==> config.mk <==
export PLATFORM = sky130hd
export DESIGN_NAME = instruction_encoder
export DESIGN_NICKNAME = d
export VERILOG_FILES = /design/src/rtl/riscv_pkg.sv /design/src/rtl/instr_pack.sv /design/src/rtl/instruction_encoder.sv
export SDC_FILE = /design/constraint.sdc
export NUM_CORES = 1
export LEC_CHECK = 0
export CORE_AREA = 2 2 66 99
export DETAILED_ROUTE_END_ITERATION = 6
export DIE_AREA = 0 0 68 101
export PLACE_DENSITY = 0.75
export SYNTH_ARGS = -nofsm -noshare
export SYNTH_HDL_FRONTEND = slang
export SYNTH_SLANG_ARGS = --single-unit
==> constraint.sdc <==
create_clock -name clk -period 3.3 [get_ports clk]
set_clock_uncertainty 0.2 [all_clocks]
set_input_delay 0.495 -clock clk [delete_from_list [all_inputs] [get_ports clk]]
set_output_delay 0.495 -clock clk [all_outputs]
set_load 0.02 [all_outputs]
==> src/rtl/riscv_pkg.sv <==
// Shared RV32I encoder types: formats, loader states, opcodes.
// Imported by the packer and the loader top level.
package riscv_pkg;

  typedef enum logic [2:0] {
    FMT_R = 3'd0,
    FMT_I = 3'd1,
    FMT_S = 3'd2,
    FMT_B = 3'd3,
    FMT_U = 3'd4,
    FMT_J = 3'd5
  } fmt_e;

  typedef enum logic [1:0] {
    ST_IDLE = 2'd0,
    ST_LOAD = 2'd1,
    ST_DONE = 2'd2
  } st_e;

  localparam logic [6:0] OP_RTYPE  = 7'b0110011;
  localparam logic [6:0] OP_ITYPE  = 7'b0010011;
  localparam logic [6:0] OP_LOAD   = 7'b0000011;
  localparam logic [6:0] OP_STORE  = 7'b0100011;
  localparam logic [6:0] OP_BRANCH = 7'b1100011;
  localparam logic [6:0] OP_LUI    = 7'b0110111;
  localparam logic [6:0] OP_JAL    = 7'b1101111;

endpackage

==> src/rtl/instr_pack.sv <==
// Combinational RV32I packer: format + fields -> instruction word.
// Formats 6 and 7 are reported illegal with a zero word.
module instr_pack
  import riscv_pkg::*;
(
  input  logic [2:0]  fmt,
  input  logic [6:0]  opcode,
  input  logic [4:0]  rd,
  input  logic [4:0]  rs1,
  input  logic [4:0]  rs2,
  input  logic [2:0]  funct3,
  input  logic [6:0]  funct7,
  input  logic [31:0] imm,
  output logic        legal,
  output logic [31:0] word
);

  always_comb begin
    legal = 1'b1;
    word  = 32'h0;
    unique case (fmt)
      FMT_R: word = {funct7, rs2, rs1,
                     funct3, rd, opcode};
      FMT_I: word = {imm[11:0], rs1,
                     funct3, rd, opcode};
      FMT_S: word = {imm[11:5], rs2, rs1,
                     funct3, imm[4:0], opcode};
      // Branch offsets are even; imm[0] is dropped
      FMT_B: word = {imm[12], imm[10:5],
                     rs2, rs1, funct3,
                     imm[4:1], imm[11], opcode};
      FMT_U: word = {imm[31:12], rd, opcode};
      FMT_J: word = {imm[20], imm[10:1],
                     imm[11], imm[19:12],
                     rd, opcode};
      default: legal = 1'b0;
    endcase
  end

endmodule

==> src/rtl/instruction_encoder.sv <==
// Program loader: encodes one field bundle per handshake and
// writes it to instruction memory at consecutive word addresses.
module instruction_encoder
  import riscv_pkg::*;
#(
  parameter int DEPTH = 64,
  parameter int AW    = $clog2(DEPTH)
) (
  input  logic          clk,
  input  logic          rst,
  input  logic          start,
  input  logic          finish,
  input  logic          in_valid,
  output logic          in_ready,
  input  logic [2:0]    fmt,
  input  logic [6:0]    opcode,
  input  logic [4:0]    rd,
  input  logic [4:0]    rs1,
  input  logic [4:0]    rs2,
  input  logic [2:0]    funct3,
  input  logic [6:0]    funct7,
  input  logic [31:0]   imm,
  output logic          wr_en,
  output logic [AW-1:0] wr_addr,
  output logic [31:0]   wr_data,
  output logic [AW:0]   count,
  output logic          done,
  output logic          err
);

  localparam logic [AW:0] FULL = (AW+1)'(DEPTH);

  logic        legal;
  logic [31:0] word;

  instr_pack u_pack (
    .fmt    (fmt),
    .opcode (opcode),
    .rd     (rd),
    .rs1    (rs1),
    .rs2    (rs2),
    .funct3 (funct3),
    .funct7 (funct7),
    .imm    (imm),
    .legal  (legal),
    .word   (word)
  );

  st_e           state_q;
  logic          wr_en_q;
  logic [AW-1:0] wr_addr_q;
  logic [31:0]   wr_data_q;
  logic [AW:0]   count_q;
  logic          done_q;
  logic          err_q;

  logic accept;
  logic wr_ok;
  logic last;

  assign in_ready = (state_q == ST_LOAD)
                  && (count_q < FULL);
  assign accept   = in_valid && in_ready;
  assign wr_ok    = accept && legal;
  assign last     = wr_ok
                  && (count_q == FULL - 1'b1);

  always_ff @(posedge clk) begin
    if (rst) begin
      state_q   <= ST_IDLE;
      wr_en_q   <= 1'b0;
      wr_addr_q <= '0;
      wr_data_q <= 32'h0;
      count_q   <= '0;
      done_q    <= 1'b0;
      err_q     <= 1'b0;
    end else begin
      wr_en_q <= 1'b0;
      if (start) begin
        // A bundle offered with start is dropped
        state_q   <= ST_LOAD;
        wr_addr_q <= '0;
        count_q   <= '0;
        done_q    <= 1'b0;
        err_q     <= 1'b0;
      end else begin
        if (wr_ok) begin
          wr_en_q   <= 1'b1;
          wr_addr_q <= count_q[AW-1:0];
          wr_data_q <= word;
          count_q   <= count_q + 1'b1;
        end
        if (accept && !legal) begin
          err_q <= 1'b1;
        end
        if (state_q == ST_LOAD
            && (finish || last)) begin
          state_q <= ST_DONE;
          done_q  <= 1'b1;
        end
      end
    end
  end

  assign wr_en   = wr_en_q;
  assign wr_addr = wr_addr_q;
  assign wr_data = wr_data_q;
  assign count   = count_q;
  assign done    = done_q;
  assign err     = err_q;

endmodule

* Word-level counts from Yosys, hierarchy flattened
Index checks and enable logic that the tools add are counted.
Word-level totals: register bits after elaboration 49, input bits 72
Cells by class: equal/unequal tests 7, bitwise gates (word level) 1, add/sub/neg operators 1, $lt $le $gt $ge 1, reductions and logical operators 13, mux-type cells 5
Operators with widths (count):
- one-hot mux 32 bit (6 select lines) | 1
- adder 7 x 1 -> 7 bit, second input constant | 1
- equality test 7 x 6 -> 1 bit, second input constant | 1
- < comparator 7 bit, second input constant | 1
- equality test 3 x 2 -> 1 bit, second input constant | 2
- equality test 3 bit, second input constant | 2
- logical AND 1 bit | 6
- OR reduction 6 bit | 1
- 2-to-1 mux 1 bit | 4
- equality test 3 x 1 -> 1 bit, second input constant | 1
- logical NOT 3 bit | 1
- equality test 2 x 1 -> 1 bit, second input constant | 1
- AND reduction 2 bit | 1
- nonzero test 2 bit | 1
- OR reduction 2 bit | 1
- logical NOT 1 bit | 1
- logical OR 1 bit | 1
- NOT 1 bit | 1

* Longest topological paths before layout
depth after elaboration 9, mapped depth 7, mapped depth without buffers 5

* Modules after synthesis
Synthesis repeated with hierarchy kept, for this count alone.
Second synthesis, totals: cells, all modules 322, area, all modules 2723.9 µm²
By module, submodules not included:
- instruction_encoder | seq. area each 980.9 µm², times used 1, cells an instance 236, area each 2142.1 µm²
- instr_pack | seq. area each 0.0 µm², times used 1, cells an instance 86, area each 581.8 µm²

* Least setup slack after synthesis
No wires, ideal clock.
path type register to register, from register count_q[0] (netlist: count[0]), to register state_q[0], arrival 1688 ps, required time 2984 ps, setup time 116 ps, cell stages (with the launch flop) 6, path slack 1296 ps, path through dfxtp_1 ha_1 a21boi_1 nand2_2 or4b_4 a31o_1
On the way: word-level cells in the longest chain between the ends 8, elaborated cells on any way between the ends 9, those cells by class order compare (1); eq/ne (1); reduce/logical (7)
RTL lines:
- start: declaration | line instruction_encoder.sv:53 | logic [AW:0] count_q;
- start signal: assignment | line instruction_encoder.sv:91 | count_q <= count_q + 1'b1;
- < comparator 7 bit | line instruction_encoder.sv:62 | && (count_q < FULL);
- logical AND 1 bit | line instruction_encoder.sv:62
- logical AND 1 bit | line instruction_encoder.sv:63 | assign accept = in_valid && in_ready;
- logical AND 1 bit | line instruction_encoder.sv:64 | assign wr_ok = accept && legal;
- logical AND 1 bit (*) | line instruction_encoder.sv:66 | && (count_q == FULL - 1'b1);
- logical OR 1 bit (*) | line instruction_encoder.sv:97 | && (finish || last)) begin
- logical AND 1 bit (*) | line instruction_encoder.sv:97
- nonzero test 2 bit (no source line) (*)
- end signal: assignment | line instruction_encoder.sv:70 | state_q <= ST_IDLE;
- end signal: assignment | line instruction_encoder.sv:81 | state_q <= ST_LOAD;
- end signal: assignment | line instruction_encoder.sv:98 | state_q <= ST_DONE;
- end: declaration | line instruction_encoder.sv:49 | st_e state_q;
Every way passes the cells marked *; elsewhere a longest branch is shown, timed or not. A chain may end at the register's enable or synchronous reset.

* Final worst setup path
from input port fmt[1], to register wr_data_q[29] (netlist: wr_data[29])
On the way: word-level cells in the longest chain between the ends 5, elaborated cells on any way between the ends 11, those cells by class eq/ne (5); mux (2); reduce/logical (4)
RTL lines:
- start: declaration | line instruction_encoder.sv:15 | input logic [2:0] fmt,
- equality test 3 x 1 -> 1 bit, or another cell as far along | line instr_pack.sv:21 | unique case (fmt)
- OR reduction 6 bit (no source line)
- 2-to-1 mux 1 bit | line instr_pack.sv:21
- logical AND 1 bit | line instruction_encoder.sv:64
- AND reduction 2 bit (no source line)
- end signal: assignment | line instruction_encoder.sv:90 | wr_data_q <= word;
- end: declaration | line instruction_encoder.sv:52 | logic [31:0] wr_data_q;
Several ways; a longest one is shown, not always the timed one.

==> impl_results.md <==
- RSZ-0062 raised after global routing: false
- # IOs: 121
- Synthesized area: 2220 um^2
- Worst Path Required: 3.32 ns
- Max_slew headroom: 0.429
- Initial Util: 0.368
- Final setup TNS: 0 ns
- Detailed Route WL: 7090 um
- Number of global-route vias before repair: 2,337
- Die area: 6870 um^2
- CP Data Arrival Time: 2.36 ns
- H-Tree Depth: 2
- CP Buf/Inv Count: 3
- CP max-delay cell: clkdlybuf4s50_1
- VDD IR max: 0.286 mV
- DR pass1 iterations: 4
- Syn Inst Count: 274
- Final count of negative-setup-slack endpoints: 0
- Min Tclk post-route: 2.34 ns
- Yosys reg bits: 49
- Pre-CTS setup slack: 0.660 ns
- GRT overflow: 0
- Seq/Total Area, Yosys: 0.441
- Hold Crit Class: flip-flop to flip-flop
- Slew at the pin with the worst max-slew slack: 0.855 ns
- Post-synth top area cell: dfxtp_1
- Row cnt: 35
- Buffers on Ports: 120
- Busiest grt layer: met2
- Post-route DRC: 0
- Antenna viol nets, final: 0
- CP Max Fanout: 16
- CTS Buf Count: 5
- Area Growth Syn to Fin: 61.7%
- Status: completed
- Final period util: 0.709
- Post-DP HPWL: 5230 um
- Crit-path cells: clkdlybuf4s50_1 -> inv_1 -> buf_4 -> nor2_1 -> a221oi_1 -> nor3_1
- Worst-Skew Late Latency: 0.30 ns
- Largest cells by area after synthesis: dfxtp_1 (44%), nand2_1 (7.4%), a221oi_1 (7.1%)
- Worst setup margin: 0.961 ns
- Achievable Freq: 0.427 GHz
- CP endpoint kind: flip-flop
- Postcts setup bufs: 0
- Clock tree root driver cell: clkbuf_8
- Largest stage delay on the critical path: 0.61 ns
- CTS tree: yes
- Die X: 68 um
- 1st-iter DRT viols: 244
- Clock Path Buffers: 2
- Net Count, Synth: 347
- Total GRT Usage: 0.207
- Clk slew on worst S/H paths: 0.09 ns
- Met2 Track Usage GR: 0.374
- Max Cap Viol: 0
- Core area: 6040 um^2
- Via density: 5.22
- PostCTS Resize Cnt: 0
- GPL Wtd Cong: 0.870
- Antenna Cells: 0
- CP delay by family, top: buffers and inverters
- Syn. warnings: 0
- Met1 global-route usage: 0.234
- Crit path launch type: primary input
- Final hold violation count: 0
- Syn_area_per_cell: 8.12 um^2
- PwrDens: 358 nW/um^2
- Fillers: 538
- Die Y: 101 um
- Post-synth top area share: 0.441
- Pleak: 1.26 nW
- Yosys cell types: 36
- First-pass GRT wire length: 10,900 um
- Share of cells above drive strength 1: 0.0515
- Largest net degree at the start of global routing: 36
- Placed Area: 3490 um^2
- Cts hold-fix bufs: 0
- CTS Sinks: 49
- Initial antenna violation count: 0
- Via count: 2,412
- DR WL/cell: 15.3 um
- Slew Limit Fails: 0
- Nets: 460
- Design Area, Final: 3600 um^2
- Met3 usage: 0.0447
- Critical path type: primary input to flip-flop
-- tightest hold or removal path, cell delays in order, from the launching register on --
cell and delay [ns]:
dfxtp_1 0.32, nand2_1 0.05, a21oi_1 0.05
-- final cells by class --
cell class              instances  area (um^2)  share of cell area
clock buffers                   6         72.6              0.0202
clock inverters                 2         38.8              0.0108
inverters                       3         11.3             0.00313
multi-input cells             200         1140               0.317
flip-flops and latches         49          981               0.273
well taps                      74         92.6              0.0257
repair buffers                128         1260               0.351
-- layer usage --
layer | share of wire | wire (um)
met4 | 0.016 | 110
met3 | 0.070 | 497
met5 | 0 | 0
met1 | 0.39 | 2770
met2 | 0.52 | 3700
-- worst paths after layout --
kind         startpoint          end  slack [ns]  cells after the start
max              fmt[1]  wr_data[29]        0.96                      6
min          wr_data[2]   wr_data[2]        0.26                      2
max reg2reg    count[6]  wr_data[30]        1.21                      4
min reg2reg  wr_data[2]   wr_data[2]        0.26                      2
-- cells by family after synthesis --
logic type               count (synthesis)  share of synthesized area
AND/OR/NAND/NOR                        119                      0.245
AO/OA/AOI/OAI                           63                      0.188
flip-flops                              49                      0.441
buffers and inverters                   25                     0.0467
multiplexers                            12                     0.0546
XOR/XNOR                                 5                     0.0197
adder cells (fa/ha/maj)                  1                    0.00562
-- layout by cell type, fill, tap and decap left out, drive strengths merged, types with 2 or more instances in the layout --
cell	synthesis	layout
clkdlybuf4s50	0	120
dfxtp	49	49
nand2	45	45
nor2	36	36
a21oi	27	27
nor3	22	22
a221oi	18	18
mux2i	11	11
buf	9	8
a211oi	7	7
o21ai	6	6
clkbuf	13	6
nand3b	4	4
xor2	3	3
nand3	3	3
xnor2	2	2
inv	2	2
clkinv	1	2
-- registers in the layout, indices dropped and copies added (netlist names) --
name     count
wr_addr      6
state_q      1
err          1
count        7
wr_data     32
done         1
wr_en        1
-- through the flow --
stage          std cells  total power, W   util  hold WS [ns]
2_1_floorplan        274        0.000732      -         0.330
3_3_place_gp         454        0.000872  0.577         0.241
3_5_place_dp         454        0.000875  0.577         0.248
4_1_cts              462         0.00130  0.595         0.261
5_1_grt              462         0.00135  0.595         0.282
6_report             462         0.00129  0.595         0.259
-- cells in the mapped netlist --
master,n
ha_1,1
inv_1,2
nand2_1,44
a31o_1,1
nand4_1,1
nor4b_1,1
mux2_2,1
mux2i_1,11
and3_1,1
a21boi_1,1
nand2_2,1
xnor2_1,2
buf_1,1
and4bb_4,1
clkinv_1,1
buf_2,8
a311oi_1,1
a221oi_1,18
nor2_1,36
clkbuf_1,13
and2_1,1
or2_1,1
nor3_1,22
nand4bb_1,1
a21oi_2,1
a21oi_1,26
xor2_1,3
or4b_4,1
a211oi_1,7
nand3_1,3
dfxtp_1,49
a31oi_1,1
o21ai_0,6
nand3b_1,4
a22oi_1,1
nor3b_1,1
-- power breakdown --
group	switching (W)	internal, W
clock network	0.000198	0.000228
registers	0.00000947	0.000606
logic	0.000110	0.000136
No activity file was read; power rests on OpenSTA's default activity.
==> variant (same settings) <==
Set the parameter `DEPTH` to 32 (it was 64).
--- a/src/rtl/instruction_encoder.sv
+++ b/src/rtl/instruction_encoder.sv
@@ -3,7 +3,7 @@
 module instruction_encoder
   import riscv_pkg::*;
 #(
-  parameter int DEPTH = 64,
+  parameter int DEPTH = 32,
   parameter int AW    = $clog2(DEPTH)
 ) (
   input  logic          clk,
Ports: changed (resized count and wr_addr); port bits go from 121 to 119. The function was not compared with the original's and may differ.
==> variant against the unedited design <==
  * Design area rose by 1.2%
  * Area after synthesis grew 6.4%
  * Sequential power shrank 3.9%
  * Total power increased by 4.6%
  * Final cell count decreased by 3.2%
  * Wire length down 5.5%
  * Die area is the same
  * Setup slack worse by 0.053 ns
  * Sequential share of layout area is 1.4 points lower
  * First-iteration DRC count is 42% lower
  * Critical path depth stayed put
  * Sequential cell count decreased by 2
==> variant: results (changes against the unedited design) <==
later-pin clock latency in the skew report 0.30 ns (about the same); IO buf count 118 (-1.7%); HPWL reported at the end of detailed placement 4.939 mm (-5.6%); Max rail drop VDD 0.2411 mV (-16%); largest fanout of any net on the critical path 11 (-5); top post-synthesis cells by area sky130_fd_sc_hd__dfxtp_1 (40%), sky130_fd_sc_hd__nand2_1 (6.0%), sky130_fd_sc_hd__a221oi_2 (5.7%), sky130_fd_sc_hd__nor2_1 (5.5%), sky130_fd_sc_hd__nor3_2 (5.1%); number of detailed-route iterations in the first pass 4 (unchanged); top flip-flop cell by instance count after synthesis sky130_fd_sc_hd__dfxtp_1; DP Worst Slack 0.5768 ns (-0.08284 ns); fraction of layout cells with a size suffix above 1 0.1394 (+0.08786); cell leakage power 1.275 nW (+0.99%); count of cell types in the netlist 45 (+25%); run status finished, final reports clean; number of DRC markers in iteration 0 142 (-42%); FILL cells 544 (+1.1%); clock transition time at the flip-flop clock pins of the worst setup and hold paths 0.09 ns (about the same); Hold Path Class flip-flop to flip-flop; number of gates resized after cts 0 (unchanged); area fraction of the dominant cell type after synthesis 0.3975 (-0.04348); first-pass GRT wire length 10.36 mm (-5.0%); final weighted congestion of routability-driven global placement 0.7605 (-13%); average size of a mapped cell 9.001 sq um (+11%); placed cell areas 0.003505 sq mm (+0.54%); Worst Max-Slew Pin Slew 0.5723 ns (-0.2826 ns); maximum number of pins on one net before global-route repair 36 (unchanged); Placed Instances 439 (-3.3%); number of post-CTS setup repair buffers 0 (unchanged); number of global-route vias before repair 2134 (-8.7%); flip-flop count of the largest register, all copies and words added 32 (unchanged); sequential element share of the synthesized area 0.3975 (-0.04348); number of antenna violations at the first check in global routing 0 (unchanged); syn_nets 336 (-3.2%); fraction of registers with async set or reset after synthesis 0 (unchanged); WL per Instance 14.98 microns (-2.3%); GRT Total Usage 0.1957 (-0.01121); maximum root-to-sink buffer count 2 (unchanged); signal arrival time at the worst endpoint 2.43 ns (+0.07 ns); number of buffers inserted during clock tree synthesis 5 (unchanged); routed vias/inst 5.161 (-1.1%); number of H-tree branching levels 2 (unchanged); hold_buf cts 0 (unchanged); top cell types by occurrence after synthesis sky130_fd_sc_hd__dfxtp_1 (47), sky130_fd_sc_hd__nand2_1 (38), sky130_fd_sc_hd__nor2_1 (35); Antenna diodes 0 (unchanged); number of standard cells in the final layout excluding fillers 447 (-3.2%); Yosys warnings 0 (unchanged)
[variant: worst paths after layout]
path	start	endpoint	slack, ns	cells past startpoint
max	fmt[2]	wr_data[18]$_SDFFE_PP0P_	0.91	6
min	wr_data[0]$_SDFFE_PP0P_	wr_data[0]$_SDFFE_PP0P_	0.26	2
max reg2reg	count[5]$_SDFFE_PP0P_	wr_data[10]$_SDFFE_PP0P_	1.40	5
min reg2reg	wr_data[0]$_SDFFE_PP0P_	wr_data[0]$_SDFFE_PP0P_	0.26	2
[variant: where the power goes]
part / internal (mW) / switching, mW
combinational: 0.139 / 0.117
sequential: 0.582 / 0.00931
clock: 0.302 / 0.198
[variant: cell families after synthesis]
logic type,count (synthesis),synth area share
compound gates,62,0.2088
xor+xnor,2,0.007401
fa+ha+maj,1,0.005285
buf+inv,24,0.07769
flops,47,0.3975
mux,11,0.04757
simple gates,116,0.2558
[variant: per-layer routing]
layer	GRT usage	wire length (microns)	share of wire
met4	0.07385	130	0.019
met5	0	0	0
met2	0.3241	3367	0.50
met1	0.2469	2735	0.41
met3	0.03575	464	0.069
[variant: critical path, stage by stage]
cell and delay (ns):
sky130_fd_sc_hd__clkdlybuf4s50_1 0.83, sky130_fd_sc_hd__buf_4 0.30, sky130_fd_sc_hd__inv_2 0.14, sky130_fd_sc_hd__nor2_2 0.42, sky130_fd_sc_hd__a221oi_2 0.11, sky130_fd_sc_hd__nor3_2 0.13
[variant: layout make-up]
cell class,count,area [sq um],area share
flip-flops and latches,47,940.9,0.2584
inverters,2,7.507,0.002062
clock buffers,5,68.82,0.01890
repair buffers,124,1221,0.3354
well taps,74,92.59,0.02543
multi-input cells,192,1242,0.3412
clock inverters,3,67.56,0.01856
